--- src/rtl/pb_io_peripheral.sv ---
// pb_io_peripheral: PicoBlaze-style I/O peripheral with GPIO, a receive FIFO,
// a sticky overflow flag and a registered interrupt request FSM.
// Optional feature macro: PB_IO_OVERFLOW_IRQ_EN (adds IRQ_EN[1], overflow irq).
//
// Receive handshake: a byte moves from the producer into the FIFO at a rising
// edge where ext_rx_valid and ext_rx_ready are both high; ext_rx_ready is
// simply "FIFO not full" from the registered count. A valid byte offered while
// full is dropped and raises the sticky overflow flag.
module pb_io_peripheral #(
  parameter int FIFO_DEPTH = 8
) (
  input  logic       clk,
  input  logic       reset,
  input  logic [7:0] port_id,
  input  logic       write_strobe,
  input  logic       read_strobe,
  input  logic [7:0] out_port,
  output logic [7:0] in_port,
  output logic       interrupt,
  input  logic       interrupt_ack,
  input  logic [7:0] ext_rx_data,
  input  logic       ext_rx_valid,
  output logic       ext_rx_ready,
  output logic [7:0] gpio_out,
  input  logic [7:0] gpio_in,
  output logic [1:0] irq_state
);

  localparam int PW = $clog2(FIFO_DEPTH);
  localparam int CW = PW + 1;

  typedef enum logic [1:0] {
    IDLE    = 2'd0,
    PEND    = 2'd1,
    HOLDOFF = 2'd2
  } irq_state_t;

  logic [7:0]    mem [FIFO_DEPTH];
  logic [PW-1:0] wr_ptr, rd_ptr;
  logic [CW-1:0] count;
  logic          overflow;
  logic [1:0]    irq_en;
  logic          empty, full, push, pop, ovf_set, ovf_clr;
  logic          wr_gpio, wr_status, wr_irqen;
  logic [7:0]    status, rd_mux, irqen_rd;
  logic [3:0]    count_ext;
  logic          irq_cond;
  irq_state_t    state_q, state_d;
  logic          hold_q, hold_d;

  assign empty        = (count == '0);
  assign full         = (count == CW'(FIFO_DEPTH));
  assign ext_rx_ready = ~full;
  assign push         = ext_rx_valid & ~full & ~reset;
  assign ovf_set      = ext_rx_valid & full;
  assign pop          = read_strobe & (port_id == 8'h02) & ~empty;
  assign wr_gpio      = write_strobe & (port_id == 8'h00);
  assign wr_status    = write_strobe & (port_id == 8'h03);
  assign wr_irqen     = write_strobe & (port_id == 8'h04);
  assign ovf_clr      = wr_status & out_port[2];
  assign count_ext    = 4'(count);
  assign status       = {count_ext, 1'b0, overflow, full, empty};
  assign irqen_rd     = {6'd0, irq_en};
  assign irq_cond     = (irq_en[0] & ~empty) | (irq_en[1] & overflow);
  assign interrupt    = (state_q == PEND);
  assign irq_state    = state_q;

  // FIFO storage: write the incoming byte at the tail on an accepted push.
  always_ff @(posedge clk) begin
    if (push) mem[wr_ptr] <= ext_rx_data;
  end

  // FIFO pointers, occupancy count and sticky overflow flag.
  always_ff @(posedge clk) begin
    if (reset) begin
      wr_ptr   <= '0;
      rd_ptr   <= '0;
      count    <= '0;
      overflow <= 1'b0;
    end else begin
      if (push) wr_ptr <= wr_ptr + 1'b1;
      if (pop)  rd_ptr <= rd_ptr + 1'b1;
      case ({push, pop})
        2'b10:   count <= count + 1'b1;
        2'b01:   count <= count - 1'b1;
        default: count <= count;
      endcase
      // A new overflow event wins over a same-cycle clear.
      if (ovf_set)      overflow <= 1'b1;
      else if (ovf_clr) overflow <= 1'b0;
    end
  end

  // Processor-writable registers; IRQ_EN[1] only exists with the feature macro.
  always_ff @(posedge clk) begin
    if (reset) begin
      gpio_out <= 8'h00;
      irq_en   <= 2'b00;
    end else begin
      if (wr_gpio) gpio_out <= out_port;
`ifdef PB_IO_OVERFLOW_IRQ_EN
      if (wr_irqen) irq_en <= out_port[1:0];
`else
      if (wr_irqen) irq_en <= {1'b0, out_port[0]};
`endif
    end
  end

  // Read mux by port_id; RX_DATA shows the head, or zero when empty.
  always_comb begin
    rd_mux = 8'h00;
    case (port_id)
      8'h00:   rd_mux = gpio_out;
      8'h01:   rd_mux = gpio_in;
      8'h02:   rd_mux = empty ? 8'h00 : mem[rd_ptr];
      8'h03:   rd_mux = status;
      8'h04:   rd_mux = irqen_rd;
      default: rd_mux = 8'h00;
    endcase
  end

  // in_port is loaded every cycle from the mux, independent of read_strobe.
  always_ff @(posedge clk) begin
    if (reset) in_port <= 8'h00;
    else       in_port <= rd_mux;
  end

  // IRQ FSM state register plus the two-cycle holdoff phase bit.
  always_ff @(posedge clk) begin
    if (reset) begin
      state_q <= IDLE;
      hold_q  <= 1'b0;
    end else begin
      state_q <= state_d;
      hold_q  <= hold_d;
    end
  end

  // IRQ FSM next state: a raised request stays up until acknowledged.
  always_comb begin
    state_d = state_q;
    hold_d  = hold_q;
    case (state_q)
      IDLE: begin
        if (irq_cond) state_d = PEND;
      end
      PEND: begin
        if (interrupt_ack) begin
          state_d = HOLDOFF;
          hold_d  = 1'b0;
        end
      end
      HOLDOFF: begin
        hold_d = 1'b1;
        if (hold_q) state_d = IDLE;
      end
      default: state_d = IDLE;
    endcase
  end

endmodule

--- config.mk ---
export PLATFORM = sky130hd
export DESIGN_NAME = pb_io_peripheral
export DESIGN_NICKNAME = d
export VERILOG_FILES = /design/src/rtl/pb_io_peripheral.sv
export SDC_FILE = /design/constraint.sdc
export NUM_CORES = 1
export LEC_CHECK = 0
export CORE_MARGIN = 4
export CORE_UTILIZATION = 40
export DETAILED_ROUTE_END_ITERATION = 10
export PLACE_DENSITY_LB_ADDON = 0.08
export SLEW_MARGIN = 20
export SYNTH_ARGS = -nofsm -noshare
export SYNTH_HDL_FRONTEND = slang
export SYNTH_SLANG_ARGS = --single-unit
--- constraint.sdc ---
create_clock -name clk -period 10.86 [get_ports clk]
set_input_delay 3.258 -clock clk [delete_from_list [all_inputs] [get_ports clk]]
set_output_delay 3.258 -clock clk [all_outputs]
set_load 0.005 [all_outputs]
==> results.tsv <==
stage	metric	value	unit
die	I/O Pins	58	
yosys	Synth top area share	47.76	%
sta	fmax	171.0	MHz
yosys	Seq/Total Area, Yosys	64.68	%
yosys	Synthesis Warnings	0	
yosys	Synth cell types	39	
cts	root buf cell	clkbuf_8	
yosys	Yosys top cell by area	edfxtp_1	
sta	hold slack	0.4934	ns
cts	clock buffer count from CTS	9	
yosys	Yosys reg bits	98	
worst_setup_path	WP data required	11.16	ns
layout	ANT cells	0	
layout	register area	2603	sq um
worst_setup_path	Crit Path Max Fanout	7	
layout	Layout area overhead	22.08	%
grt	first-pass GRT wire length	12.58	mm
die	Initial Utilization	41.17	%
layout	Filler Cell Count	865	
sta	Final Max Slew Viols	0	
grt	initial antenna violation count	0	
sta	worst clock skew	0.01007	ns
worst_setup_path	WS Path Type	input pin to flop	
die	num rows	36	
cts	Setup Fix Bufs, Post-CTS	0	
cts	Longest Clk Path Bufs	2	
grt	GRT overflow	0	
sta	period utilization	53.86	%
layout	fin nets	373	
grt	vias in the first global route	2353	
place	placed cell count	452	
worst_setup_path	crit-path max cell delay	0.58	ns
cts	CTS sink cnt	98	
layout	multi-input logic area	1355	sq um
yosys	synth top area cells	edfxtp_1 (48%), dfxtp_1 (17%), mux4_2 (9.0%)	
worst_setup_path	Crit-path slowest cell	or4_4	
layout	final core occ	50.26	%
yosys	Top FF cell, synth	edfxtp_1	
worst_setup_path	delay-heaviest family, CP	simple AND/OR/NAND/NOR gates	
grt	Global Route Usage Sum	14.47	%
sta	setup tns final	0	ns
route	routed len/inst	17.56	um
cts	later-pin clock latency in the skew report	0.36	ns
yosys	asr flop ratio synth	0	%
cts	CTS tree	built	
power_and_ir_drop	leak pwr	1.598	nW
power_and_ir_drop	total power	0.6767	mW
worst_setup_path	CP Cell Sequence	clkdlybuf4s50_1 > or4_4 > or3_1 > nor2_1 > ha_1 > xor2_1 > ha_1 > a21oi_1 > xor2_1 > or3_1 > a21oi_1	
die	die area	11730	sq um
cts	hold-fix buffers at CTS	0	
worst_setup_path	endpoint class of the critical path	flop	
route	Vias/cell	5.077	
place	I/O Buffers	57	
yosys	EDFF count, synth	64	
die	chip height	108.3	um
route	vias after detailed routing	2376	
place	HPWL Detailed	5.587	mm
yosys	Synth Cell Area	4024	sq um
worst_setup_path	Startpoint Class	input pin	
place	RePlAce Congestion	0.7764	
worst_setup_path	crit path DAT	6.15	ns
grt	pin count of the biggest net entering global routing	32	
run	Max-Cap Viols	0	
power_and_ir_drop	PwrDens	137.7	nW/um^2
sta	# setup viols final	0	
sta	RSZ-0062 raised after global routing	false	
worst_setup_path	CP bufs+invs	1	
sta	Rel. slew slack	38.39	%
worst_hold_path	Hold Path Class	flop to flop	
route	# DRC	0	
die	Die Wd	108.3	um
sta	Tmin final	5.849	ns
route	antenna violation net count after detailed routing	0	
outcome	outcome	finished, final reports clean	
sta	worst slew pin tran	0.9208	ns
route	1st-iter DRT viols	129	
cts	clk slew on worst S/H paths	0.11	ns
cts	H-tree depth	3	
layout	fin cells	468	
die	core region area	9774	sq um
yosys	Synth Net Count	320	
route	Detailed Route WL	8.217	mm
power_and_ir_drop	Peak VDD IR	0.08373	mV
yosys	syn_area_per_cell	14.53	sq um
route	TritonRoute pass-1 iters	4	
sta	Final Hold Viols	0	
layout	share of layout cells above drive strength 1	13.13	%
cts	Post-CTS Resized	0	
yosys	cell count after synthesis	277	
[cells in the mapped netlist, types with 3 or more instances]
cell type,n
edfxtp_1,64
dfxtp_1,34
nor2_1,29
mux2i_1,26
mux4_2,16
a21oi_1,15
clkbuf_1,10
nand2_1,7
nor3_1,7
o22ai_1,6
ha_1,5
o21ai_0,5
xor2_1,5
nand3_1,4
or3_1,4
or4_1,4
buf_1,3
nand2b_1,3
nor2b_1,3
[routing by layer]
metal | vias up | part of all wire, % | GRT usage (%) | wire length [um]
met3 | 5 | 6.4 | 4.358 | 523
li1 | 1165 | - | - | -
met2 | 58 | 49 | 24.02 | 4006
met4 | 0 | 0.89 | 3.787 | 73
met5 | - | 0 | 0 | 0
met1 | 1148 | 44 | 18.58 | 3613
[registers in the layout (all words and copies together) (netlist names), 2 cells and up, named ones only]
name and count:
count 4, gpio_out 8, in_port 8, irq_state 2, mem 64, rd_ptr 3
wr_ptr 3
[stage by stage]
step | setup slack, ns | area, sq um
2_1_floorplan | 5.196 | 4024
3_3_place_gp | 4.696 | 4717
3_5_place_dp | 4.623 | 4717
4_1_cts | 5.020 | 4912
5_1_grt | 4.878 | 4912
6_report | 5.011 | 4912
[tightest hold or removal path, stage by stage, from the launching register on]
cell,delay (ns)
dfxtp_1,0.33
o21ai_0,0.07
a21oi_1,0.06
[final timing paths]
kind	from	to	slack (ns)	cells after the start
hold / removal	overflow	overflow	0.49	2
setup / recovery	port_id[7]	count[2]	5.01	11
setup reg to reg	count[2]	count[2]	8.03	10
hold reg to reg	overflow	overflow	0.49	2
[power by group]
group / switching [mW] / internal [mW] / total, mW
clock network: 0.142 / 0.0919 / 0.234
registers: 0.00298 / 0.401 / 0.404
logic: 0.0181 / 0.0203 / 0.0383
total: 0.164 / 0.513 / 0.677
[layout make-up]
type	count	area share, %
clock buffers	9	2.522
clock inverters	7	1.452
inverters	2	0.1528
multi-input cells	160	27.59
flip-flops and latches	98	52.98
well taps	133	3.388
repair buffers	59	11.92
[placed cells by master (no fill, tap or decap), drive strengths merged, types with 3 or more instances in the layout]
cell type and instances:
nand3 4, nor2 29, mux4 16, nand2b 3, o22ai 6, or3 4, nor2b 3, mux2i 26
nor3 7, clkdlybuf4s50 57, or4 5, xor2 5, ha 5, clkbuf 9, edfxtp 64, dfxtp 34
inv 8, a21oi 15, o21ai 5, nand2 7
[cells by family after synthesis]
family                   count (synthesis)  share of synthesized area [%]
XOR/XNOR                                 5                          1.088
flip-flops                              98                          64.68
adder cells (fa/ha/maj)                  5                          1.555
AO/OA/AOI/OAI                           33                          4.882
multiplexers                            44                          15.98
AND/OR/NAND/NOR                         73                          9.919
buffers and inverters                   19                          1.897
Power figures use the tool's default switching activity.
